<file path="config.mk">
export PLATFORM = sky130hd
export DESIGN_NAME = muldiv_unit
export DESIGN_NICKNAME = d
export VERILOG_FILES = /design/src/rtl/muldiv_pkg.sv /design/src/rtl/muldiv_unit.sv
export SDC_FILE = /design/constraint.sdc
export NUM_CORES = 1
export LEC_CHECK = 0
export ABC_AREA = 1
export ABC_CLOCK_PERIOD_IN_PS = 5200
export BUFFER_PORTS_ARGS = -buffer_cell sky130_fd_sc_hd__buf_4
export CORE_MARGIN = 4
export CORE_UTILIZATION = 50
export DETAILED_ROUTE_END_ITERATION = 7
export HOLD_SLACK_MARGIN = 0.1
export PLACE_DENSITY = 0.7
export SLEW_MARGIN = 20
export SYNTH_ARGS = -nofsm -noshare
export SYNTH_HDL_FRONTEND = slang
export SYNTH_SLANG_ARGS = --single-unit
</file>
<file path="constraint.sdc">
create_clock -name clk -period 5.2 [get_ports clk]
set_input_delay 1.04 -clock clk [delete_from_list [all_inputs] [get_ports clk]]
set_output_delay 1.04 -clock clk [all_outputs]
set_load 0.03 [all_outputs]
</file>
<file path="src/rtl/muldiv_pkg.sv">
// ============================================================================
// muldiv_pkg : shared types and op-decode helpers for muldiv_unit
// Rev 1.0
// ============================================================================
`default_nettype none

package muldiv_pkg;

  typedef enum logic [2:0] {
    OP_MUL    = 3'b000,
    OP_MULH   = 3'b001,
    OP_MULHSU = 3'b010,
    OP_MULHU  = 3'b011,
    OP_DIV    = 3'b100,
    OP_DIVU   = 3'b101,
    OP_REM    = 3'b110,
    OP_REMU   = 3'b111
  } op_e;

  typedef enum logic [1:0] {
    IDLE = 2'd0,
    CALC = 2'd1,
    FIN  = 2'd2
  } state_e;

  function automatic logic is_div(input op_e op);
    return op[2];
  endfunction

  function automatic logic is_rem(input op_e op);
    return op[2] & op[1];
  endfunction

  function automatic logic is_signed_a(input op_e op);
    return op inside {OP_MULH, OP_MULHSU, OP_DIV, OP_REM};
  endfunction

  function automatic logic is_signed_b(input op_e op);
    return op inside {OP_MULH, OP_DIV, OP_REM};
  endfunction

endpackage

`default_nettype wire

</file>
<file path="src/rtl/muldiv_unit.sv">
// ============================================================================
// muldiv_unit : iterative radix-2 RV32M/RV64M multiply/divide unit
// Rev 1.0
// ============================================================================
`default_nettype none

module muldiv_unit
  import muldiv_pkg::*;
#(
  parameter int XLEN = 32
) (
  input  logic            clk,
  input  logic            rst_n,
  input  logic            start,
  input  logic [2:0]      op,
  input  logic [XLEN-1:0] a,
  input  logic [XLEN-1:0] b,
  input  logic            flush,
  output logic            busy,
  output logic            done,
  output logic [XLEN-1:0] result,
  output logic            zero
);

  localparam int CNT_W = $clog2(XLEN) + 1;

  state_e              state_q, state_d;
  logic [CNT_W-1:0]    cnt_q, cnt_d;
  logic [2*XLEN-1:0]   acc_q, acc_d;
  logic [XLEN-1:0]     opnd_q, opnd_d;
  op_e                 op_q, op_d;
  logic                neg_q, neg_d;
  logic                neg_rem_q, neg_rem_d;
  logic [XLEN-1:0]     result_q, result_d;
  logic                zero_q, zero_d;

  op_e                 op_in;
  logic                sign_a, sign_b, b_zero, div_ovf;
  logic [XLEN-1:0]     mag_a, mag_b, special_res;
  logic                mul_mode;
  logic [XLEN:0]       add_x, add_y, sum;
  logic [2*XLEN-1:0]   acc_step, prod;
  logic [XLEN-1:0]     quot, rem, final_res;

  // Operand decode at accept time
  always_comb begin
    op_in   = op_e'(op);
    sign_a  = is_signed_a(op_in) & a[XLEN-1];
    sign_b  = is_signed_b(op_in) & b[XLEN-1];
    mag_a   = sign_a ? -a : a;
    mag_b   = sign_b ? -b : b;
    b_zero  = (b == '0);
    div_ovf = (op_in == OP_DIV || op_in == OP_REM) &&
              (a == {1'b1, {(XLEN-1){1'b0}}}) && (b == '1);
    if (is_rem(op_in)) special_res = b_zero ? a : '0;
    else               special_res = b_zero ? '1 : a;
  end

  // One iteration: shift-add for multiply, restoring shift-subtract for divide
  always_comb begin
    mul_mode = !is_div(op_q);
    add_x    = mul_mode ? {1'b0, acc_q[2*XLEN-1:XLEN]} : acc_q[2*XLEN-1:XLEN-1];
    add_y    = mul_mode ? {1'b0, opnd_q} : ~{1'b0, opnd_q};
    sum      = add_x + add_y + {{XLEN{1'b0}}, ~mul_mode};
    if (mul_mode) begin
      acc_step = acc_q[0] ? {sum, acc_q[XLEN-1:1]} : {1'b0, acc_q[2*XLEN-1:1]};
    end else if (!sum[XLEN]) begin
      acc_step = {sum[XLEN-1:0], acc_q[XLEN-2:0], 1'b1};
    end else begin
      acc_step = {acc_q[2*XLEN-2:0], 1'b0};
    end
  end

  // Sign fixups applied to the value produced by the last iteration
  always_comb begin
    prod = neg_q ? -acc_step : acc_step;
    quot = neg_q ? -acc_step[XLEN-1:0] : acc_step[XLEN-1:0];
    rem  = neg_rem_q ? -acc_step[2*XLEN-1:XLEN] : acc_step[2*XLEN-1:XLEN];
    case (op_q)
      OP_MUL:                       final_res = prod[XLEN-1:0];
      OP_MULH, OP_MULHSU, OP_MULHU: final_res = prod[2*XLEN-1:XLEN];
      OP_DIV, OP_DIVU:              final_res = quot;
      default:                      final_res = rem;
    endcase
  end

  always_comb begin
    state_d   = state_q;
    cnt_d     = cnt_q;
    acc_d     = acc_q;
    opnd_d    = opnd_q;
    op_d      = op_q;
    neg_d     = neg_q;
    neg_rem_d = neg_rem_q;
    result_d  = result_q;
    zero_d    = zero_q;

    case (state_q)
      IDLE: begin
        if (start && !flush) begin
          op_d = op_in;
          if (is_div(op_in) && (b_zero || div_ovf)) begin
            state_d  = FIN;
            result_d = special_res;
            zero_d   = (special_res == '0);
          end else begin
            state_d   = CALC;
            cnt_d     = CNT_W'(XLEN);
            neg_d     = sign_a ^ sign_b;
            neg_rem_d = sign_a;
            // Divide: dividend in the low half; multiply: multiplier in the low half
            acc_d     = {{XLEN{1'b0}}, (is_div(op_in) ? mag_a : mag_b)};
            opnd_d    = is_div(op_in) ? mag_b : mag_a;
          end
        end
      end
      CALC: begin
        acc_d = acc_step;
        cnt_d = cnt_q - CNT_W'(1);
        if (cnt_q == CNT_W'(1)) begin
          state_d  = FIN;
          result_d = final_res;
          zero_d   = (final_res == '0);
        end
      end
      FIN:     state_d = IDLE;
      default: state_d = IDLE;
    endcase

    if (flush) begin
      state_d  = IDLE;
      result_d = result_q;
      zero_d   = zero_q;
    end
  end

  always_ff @(posedge clk or negedge rst_n) begin
    if (!rst_n) begin
      state_q   <= IDLE;
      cnt_q     <= '0;
      acc_q     <= '0;
      opnd_q    <= '0;
      op_q      <= OP_MUL;
      neg_q     <= 1'b0;
      neg_rem_q <= 1'b0;
      result_q  <= '0;
      zero_q    <= 1'b1;
    end else begin
      state_q   <= state_d;
      cnt_q     <= cnt_d;
      acc_q     <= acc_d;
      opnd_q    <= opnd_d;
      op_q      <= op_d;
      neg_q     <= neg_d;
      neg_rem_q <= neg_rem_d;
      result_q  <= result_d;
      zero_q    <= zero_d;
    end
  end

  assign busy   = (state_q != IDLE);
  assign done   = (state_q == FIN) && !flush;
  assign result = result_q;
  assign zero   = zero_q;

endmodule

`default_nettype wire

</file>
* Yosys cells after proc, flatten, opt, wreduce, memory -nomap -nowiden *
Index checks and enable logic that the tools add are counted.

storage, ports and cells
  input bits = 71
  logic and storage cells = 103
  register bits = 142

cells by class
  equal/unequal tests = 20
  reduce and logical (&&, ||, !) cells = 24
  add/sub/neg operators = 8
  muxes and demuxes = 35
  bitwise operators = 7

operator list
  kind                                              count
  two-way mux 32 bit                                12
  two-way mux 64 bit                                6
  negation 32 bit                                   4
  case mux 64 bit (2 select lines)                  1
  zero test 32 bit                                  3
  case mux 32 bit (3 select lines)                  1
  two-way mux 33 bit                                2
  == test 32 bit, second input constant             2
  negation 64 bit                                   1
  case mux 32 bit (2 select lines)                  1
  adder 33 x 1 -> 33 bit                            1
  adder 33 bit                                      1
  NOT 32 -> 33 bit                                  1
  == test 3 bit, second input constant              4
  two-way mux 6 bit                                 2
  case mux 6 bit (2 select lines)                   1
  == test 3 x 2 -> 1 bit, second input constant     3
  two-way mux 2 bit                                 4
  != test 2 bit, second input constant              4
  == test 3 x 1 -> 1 bit, second input constant     2
  == test 6 x 1 -> 1 bit, second input constant     1
  != test 3 bit, second input constant              2
  AND reduction 3 bit                               2
  subtractor 6 x 1 -> 6 bit, second input constant  1
  20 further kinds                                  32

* Longest topological paths before layout *
Gate-level depths: netlist of the first run.

  depth in word-level cells = 12
  mapped depth = 47
  mapped depth without buffers = 42

* Worst setup path before layout of the first run *
OpenSTA, ideal clock, no wires.

  path type = flip-flop to flip-flop
  from = register op_q[2]
  to = register zero_q (netlist: zero)
  stages on the path, launching flop included = 44
  period minus slack after synthesis = 5.637 ns
  arrival = 5.564 ns
  path slack = -0.437 ns
  library setup time = 0.073 ns
  data required time = 5.127 ns
  cell sequence = dfrtp_1 > buf_4 > buf_2 > buf_2 > buf_2 > buf_2 > buf_4 > buf_1 > xor2_1 > ha_1 > or2_1 > nand3_1 > nand2_2 > nand2_2 > nand2_2 > nand2_4 > nand3_2 > nand3_2 > [... 8 more ...] > nand4_1 > nor2_1 > nand3_1 > nor2_1 > nand3_2 > nor2_4 > nand2_2 > nand2_2 > nand2_1 > nand3_1 > nand2_1 > nor2_1 > nand2_1 > nor2_1 > nand2_1 > nor2_1 > nand3_1 > a21oi_1

on the way
  word-level cells in the longest chain between the ends = 11

RTL lines
  item                                              RTL line                              source
  start: declaration                                muldiv_unit.sv:31                     op_e op_q, op_d;
  start signal: assignment                          muldiv_unit.sv:153                    op_q <= op_d;
  two-way mux 33 bit, on equally long branches      muldiv_unit.sv:62, muldiv_unit.sv:63
  adder 33 bit                                      muldiv_unit.sv:64                     sum = add_x + add_y + {{XLEN{1'b0}}, ~mul_mode};
  adder 33 x 1 -> 33 bit                            muldiv_unit.sv:64
  two-way mux 64 bit, on equally long branches      muldiv_unit.sv:67, muldiv_unit.sv:66
  two-way mux 64 bit                                muldiv_unit.sv:65                     if (mul_mode) begin
  negation 64 bit, or another cell as far along     muldiv_unit.sv:76                     prod = neg_q ? -acc_step : acc_step;
  two-way mux 64 bit, or another cell as far along  muldiv_unit.sv:76
  case mux 32 bit (3 select lines) *                muldiv_unit.sv:79                     case (op_q)
  zero test 32 bit *                                muldiv_unit.sv:123                    zero_d = (final_res == '0);
  two-way mux 1 bit *                               muldiv_unit.sv:120                    if (cnt_q == CNT_W'(1)) begin
  case mux 1 bit (2 select lines) *                 muldiv_unit.sv:98                     case (state_q)
  end signal: assignment                            muldiv_unit.sv:157                    zero_q <= zero_d;
  end: declaration                                  muldiv_unit.sv:35                     logic zero_q, zero_d;

Every way passes the cells marked *; elsewhere a longest branch is shown, timed or not. The select of a mux whose other input is x is not followed.
A chain may end at the register's enable or synchronous reset.

* Final worst setup path of the first run *
Ends and elaborated chain as after synthesis.

==> results.toml, run 1 <==
[sta]
fin_worst_skew_ns = 0.01508
setup_violations = 1
whs_ns = 0.4944
period_minus_slack_ns = 5.297
fmax_mhz = 188.8
drv_slew = 0
hold_violations = 0
tightest_slew_ns = 0.9252
rsz0062_at_grt = "yes"
worst_slack_ns = -0.09732
fin_crit_sh_pct = 101.9
slew_headroom_pct = 38.23

[clock_tree]
ctsLongestPathBuffers = 2
cts_tree = "done"
cts_hold_buffers = 0
cts_sinks = 142
cts-root-buf = "clkbuf_16"
clk_latency_ns = 0.46
htree_levels = 4
numCtsBuffers = 17
clk_pin_slew_worst_paths_ns = 0.08

[place]
gp_congestion = 1.027
place_ws_ns = -0.03493
post-dp-hpwl_um = 56890
io_buffers = 105

[route]
vias_per_cell = 5.923
drc = 0
drt_first_pass_iters = 6
wl_per_cell_um = 21.13
drtIter0Drc = 2322
vias = 20110
postRouteWirelength_um = 71730
ant_nets = 0

[global_routing]
antenna_found_initial = 0
grt_overflow_total = 0
grt_pass1_wl_um = 106800
grt_pass1_vias = 18390
grt_usage_pct = 38.39
grt_max_degree = 81

[layout]
area_growth_syn_to_layout_pct = 18.32
fin_nets = 3050
regArea_mm2 = 0.003560
nFillCells = 3321
num_antenna_cells = 0
multi_input_area_mm2 = 0.01138
drive_above_1_share_pct = 15.88

[power_and_ir_drop]
swShare_pct = 59.35
seqPwrFrac_pct = 13.5
power_leakage_nw = 9.752
p_comb_share_pct = 77.7
peakVddDrop_mv = 0.3988
power.density_mw_per_mm2 = 756.3
intPower_mw = 6.002
total_power_mw = 14.77
switchingPower_mw = 8.765
clkPwrFrac_pct = 8.7

[die]
die_w_um = 189.7
start_util_pct = 50.72
core_mm2 = 0.03254
fp.dieH_um = 189.7
io_pins = 106
die_area_mm2 = 0.03598
rows = 66

[worst_hold_path]
hold_class = "flip-flop to flip-flop"
hold_depth = 2

[run_status]
status = "complete, but fails checks"
violations = "negative setup slack"

[worst_setup_path]
critPathKind = "flip-flop to flip-flop"
worstPathRequired_ns = 5.58
critPathBufInv = 12
cp-end-kind = "flip-flop"
start_kind = "flip-flop"
crit_top_cell = "buf_4"
critPathMaxFanout = 7
cpPeakStageDelay_ns = 0.54
cp_top_family = "simple AND/OR/NAND/NOR gates"
arrival_ns = 5.68
cp_slowest_cell = "dfrtp_4"
reg2regPathDepth = 38
crit_cells = 38

[synth]
postSynthCellCount = 2773
synth_ff_type = "dfrtp_1"
synthesis.area_mm2 = 0.01650
synth_nets = 2883
synth.avg_cell_area_um2 = 5.951
synth_edf_count = 0
yosysUniqueCellTypes = 61
async_flop_share_pct = 100.0
yosysSeqAreaShare_pct = 21.54
ys_ff_latch = 142
yosys_warnings = 0

[job]
drv_cap = 0
worst paths after layout:
| check | from | end | slack [ns] |
|---|---|---|---|
| min | result[21] | result[21] | 0.49 |
| min reg2reg | result[21] | result[21] | 0.49 |
| max | op_q[2] | zero | -0.1 |
| max in group asynchronous | rst_n | op_q[2] | 3.51 |
| max reg2reg | op_q[2] | zero | -0.1 |
| min in group asynchronous | rst_n | acc_q[61] | 0.64 |
power groups by stage:
stage	sequential [mW]	clock, mW	combinational (mW)
after floorplan	2.06	0	6.75
after global placement	1.98	0	10.6
after detailed placement	1.98	0	10.7
after CTS	1.97	1.29	10.8
after global routing	2.04	1.34	12.4
final	2.00	1.29	11.5
cells in the final DEF (no fill, tap or decap), types with 4 or more instances in the layout:
cell         n
nand2_1    818
inv_1      309
buf_4      251
nor2_1     249
o21ai_0    191
nand3_1    188
dfrtp_1    139
a21oi_1    119
xor2_1      96
nand2_2     48
nand4_1     43
ha_1        37
nor2_2      36
o22ai_1     35
o21ai_1     31
nor3_1      31
maj3_1      29
inv_2       27
clkbuf_16   20
o221ai_1    18
xnor2_1     16
o2111ai_1   16
nor2_4      15
a22o_1      15
o211ai_1    14
nor4_1      12
nand3b_1    12
a22oi_1     11
nand2_4     10
nand3_2      9
o21bai_1     9
a31oi_1      9
o31ai_1      7
clkinv_8     7
o21a_1       6
buf_6        6
a21oi_2      4
clkinv_1     4
inv_8        4
buf_12       4
Yosys cell counts, types with 7 or more instances:
library cell  number  share of area [%]
a21oi_1          122                3.7
a22o_1            15               0.80
a22oi_1           11               0.50
a31oi_1            9               0.34
buf_1             20               0.45
buf_2              9               0.27
clkbuf_1          78                1.8
dfrtp_1          141                 21
ha_1              38                2.9
inv_1            311                7.1
inv_2             26               0.59
maj3_1            29                1.8
nand2_1          832                 19
nand2_2           38                1.4
nand3_1          196                5.9
nand3b_1          12               0.55
nand4_1           43                1.6
nor2_1           264                6.0
nor2_2            25               0.95
nor2_4            11               0.75
nor3_1            32               0.97
nor4_1            12               0.45
o2111ai_1         16               0.85
o211ai_1          14               0.64
o21ai_0          206                6.2
o21ai_1           17               0.52
o21bai_1           9               0.41
o221ai_1          18               0.96
o22ai_1           35                1.3
o31ai_1            7               0.32
xnor2_1           16               0.85
xor2_1            97                5.1
timing repair:
item / in CTS / in global routing
resized for setup: 7 / 68
cloned: 0 / 3
pin swaps: 7 / 39
endpoints found under the setup margin: 1 / 18
hold endpoints to repair: 0 / 0
buffers inserted: 14 / 27
kinds of logic after synthesis:
family                   synth area share, %
AO/OA/AOI/OAI                          17.71
XOR/XNOR                               5.997
AND/OR/NAND/NOR                        38.87
multiplexers                          0.2502
buffers and inverters                  10.87
adder cells (fa/ha/maj)                4.761
flip-flops                             21.54
layer usage:
metal	global-route usage, %	wire, µm	vias to the layer above	part of all wire [%]
met5	0	0	-	0
met4	21.31	4647	0	6.5
met3	6.422	6640	197	9.3
met2	58.15	30700	1137	43
met1	52.25	29730	9385	41
li1	-	-	9391	-
state kept, by name (all words and copies together), names as in the netlist, 2 cells and up:
signal,flops
opnd_q,32
result,32
cnt_q,6
op_q,3
acc_q,64
state_q,2
per-stage QoR:
stage / utilization (%) / cell area [µm²] / cells / setup TNS (ns)
finish: 60.01 / 19530 / 3395 / -0.09732
global route: 60.01 / 19530 / 3395 / -1.617
CTS: 58.54 / 19050 / 3366 / 0
detailed placement: 56.21 / 18290 / 3320 / -0.03493
global placement: 56.21 / 18290 / 3320 / 0
floorplan: - / 16570 / 2773 / 0
layout make-up:
cell class,count,area share (%)
multi-input cells,2173,58.29
well taps,442,2.832
inverters,341,6.568
clock inverters,15,1.032
repair buffers,265,10.87
flip-flops and latches,142,18.23
clock buffers,17,2.179
worst register-to-register path: cells and delay by family (launching register included):
kind                     cells  cell delay, ns
AND/OR/NAND/NOR             20            2.13
adder cells (fa/ha/maj)      2            0.49
XOR/XNOR                     1            0.15
flip-flops                   1            0.54
buffers and inverters       12            1.46
AO/OA/AOI/OAI                3            0.44
Power figures use the tool's default switching activity.
==> run 2: changes to the inputs <==
--- a/config.mk
+++ b/config.mk
@@ -5,7 +5,6 @@
 export SDC_FILE = /design/constraint.sdc
 export NUM_CORES = 1
 export LEC_CHECK = 0
-export ABC_AREA = 1
 export ABC_CLOCK_PERIOD_IN_PS = 5200
 export BUFFER_PORTS_ARGS = -buffer_cell sky130_fd_sc_hd__buf_4
 export CORE_MARGIN = 4
==> run 2 against run 1 <==
Net effect: the flow still finishes with violations (negative setup slack); sequential share of layout area fell by 2.7 points; final cell count fell by 8.6%; count of clock-buffer cells in the layout did not move; critical path type unchanged; critical endpoint unchanged.
==> results.toml, run 2 <==
[synth]
synth_nets = 2254
yosys_warnings = 0
yosysSeqAreaShare_pct = 22.41
postSynthCellCount = 2144
async_flop_share_pct = 100.0
yosysUniqueCellTypes = 98
ys_ff_latch = 142
synth_area_leaders = "dfrtp_1 22%, nand2_1 6.4%, o21ai_0 6.2%"
synth_top_area_cell = "dfrtp_1"
synth.avg_cell_area_um2 = 7.400
synth_common_cells = "269 x nand2_1, 198 x o21ai_0, 186 x nor2_1"
synth_ff_type = "dfrtp_1"
synth_edf_count = 0
synth.most_common_cell = "nand2_1"
synthesis.area_mm2 = 0.01587
netlist.area_leader.share_pct = 22.24

[layout]
drive_above_1_share_pct = 36.09
fin_nets = 2804
layout_common_cells = "631 x buf_4, 254 x nand2_1, 179 x nor2_1, 177 x o21ai_0, 140 x dfrtp_1"
top_register = "acc_q"
area_growth_syn_to_layout_pct = 44.84
nFillCells = 2348
num_antenna_cells = 0
largest_reg_flops = 64
stdcell_count = 3103
layout_commonest_cell = "buf_4"
multi_input_area_mm2 = 0.01285
regArea_mm2 = 0.003558

[clock_tree]
ctsLongestPathBuffers = 2
cts-root-buf = "clkbuf_16"
clk_latency_ns = 0.46
cts_sinks = 142
numCtsBuffers = 17
cts_hold_buffers = 0
cts_tree = "done"
htree_levels = 4
clk_pin_slew_worst_paths_ns = 0.07

[die]
die_w_um = 186.1
fp.dieH_um = 186.1
core_mm2 = 0.03091
start_util_pct = 51.33
die_area_mm2 = 0.03464
rows = 64
io_pins = 106

[route]
vias_per_cell = 6.712
ant_nets = 0
drtIter0Drc = 3088
wl_per_cell_um = 25.64
vias = 20830
drc = 0
drt_first_pass_iters = 6
postRouteWirelength_um = 79570

[worst_setup_path]
cp-end-kind = "flip-flop"
critPathKind = "flip-flop to flip-flop"
start_kind = "flip-flop"
worstPathRequired_ns = 5.58
arrival_ns = 6.88
startpoint = "op_q[2]"
regToRegStartpoint = "op_q[2]"
critPathMaxFanout = 5
reg2regPathDepth = 24

[power_and_ir_drop]
power_leakage_nw = 10.01
seqPwrFrac_pct = 11.0
total_power_mw = 17.99
p_comb_share_pct = 81.9
swShare_pct = 51.63
intPower_mw = 8.704
clkPwrFrac_pct = 7.1
power.density_mw_per_mm2 = 783.0
switchingPower_mw = 9.290
peakVddDrop_mv = 0.4778

[sta]
fmax_mhz = 153.7
hold_violations = 0
period_minus_slack_ns = 6.508
rsz0062_at_grt = "yes"
fin_worst_skew_ns = 0.01374
worst_slack_ns = -1.308
tightest_slew_ns = 1.022
setup_violations = 28
slew_headroom_pct = 31.84
fin_crit_sh_pct = 125.2
finalSetupTns_ns = -13.96
drv_slew = 0

[global_routing]
grt_pass1_wl_um = 117500
antenna_found_initial = 1
grt_pass1_vias = 19480
grt_usage_pct = 44.39
grt_overflow_total = 0
grt_max_degree = 124

[place]
dp_cells = 2997
io_buffers = 105
place_ws_ns = -1.410
post-dp-hpwl_um = 60490
gp_congestion = 1.071

[worst_hold_path]
hold_depth = 1
hp-start = "result[4]"
hold_class = "flip-flop to flip-flop"

[run_status]
violations = "negative setup slack"
status = "complete, but fails checks"

[job]
drv_cap = 0
[run 2: power by group through the flow]
stage	clock network (mW)	registers, mW	logic [mW]
after floorplan	0	1.97	6.23
final	1.29	1.98	14.7
after global placement	0	1.94	12.4
after detailed placement	0	1.95	12.6
after global routing	1.34	2.00	15.4
after CTS	1.28	1.94	13.6
[run 2: kinds of logic (layout without fill, tap and decap cells)]
family / count (synthesis) / in the layout / synth area share [%]
buffers and inverters: 180 / 743 / 4.716
adders and majority gates: 39 / 39 / 3.123
AOI/OAI and AO/OA: 731 / 731 / 30.21
muxes: 85 / 85 / 5.686
xor gates and xnor gates: 161 / 161 / 8.888
and+or+nand+nor: 806 / 806 / 24.97
DFF: 142 / 142 / 22.41
[run 2: cell type report]
cell class                      instances  share of cell area [%]
Multi-Input combinational cell       1822                   55.91
Timing Repair Buffer                  674                   23.15
Sequential cell                       142                   15.49
Tap cell                              396                   2.156
Clock buffer                           17                   1.851
Clock inverter                         15                  0.8385
Inverter                               37                  0.6153
[run 2: worst paths after layout]
kind	end	slack, ns
worst max-delay path	zero	-1.31
worst min-delay path	result[4]	0.48
worst max register to register	zero	-1.31
worst min register to register	result[4]	0.48
max in group asynchronous	zero	3.59
min in group asynchronous	acc_q[58]	0.58
[run 2: critical path, cell delays in order (launching register included)]
cell and delay (ns):
dfrtp_4 0.54, mux2_4 0.34, fa_2 0.42, a211oi_2 0.27, o211ai_1 0.18, and4_4 0.25
o21a_4 0.23, buf_6 0.12, o21ai_4 0.15, nand2_2 0.09, a21oi_2 0.15, ha_2 0.22
nor4b_4 0.26, o221a_4 0.25, buf_6 0.09, or4b_4 0.48, inv_4 0.10, nand3_4 0.10
nor3_4 0.34, nor4b_4 0.25, o221a_2 0.21, o211ai_1 0.10, or4bb_1 0.50, or4_4 0.53
o31ai_2 0.25
[run 2: layer usage]
metal / global-route usage, % / routed length (µm)
met5: 0 / 13
met2: 67.00 / 34340
met1: 58.46 / 29990
met3: 11.05 / 9559
met4: 24.57 / 5662
[run 2: through the flow]
| step | hold slack, ns | util [%] | instance area [µm²] |
|---|---|---|---|
| 2_1_floorplan | 0.4648 | - | 16340 |
| 3_3_place_gp | 0.4559 | 66.91 | 20680 |
| 3_5_place_dp | 0.4678 | 66.91 | 20680 |
| 4_1_cts | 0.4828 | 72.48 | 22400 |
| 5_1_grt | 0.5026 | 74.34 | 22980 |
| 6_report | 0.4834 | 74.34 | 22980 |
[run 2: timing repair]
item / CTS / global route
cloned: 4 / 0
gates resized for setup: 135 / 91
endpoints found under the setup margin: 29 / 32
pin swaps: 43 / 62
setup buffers: 49 / 25
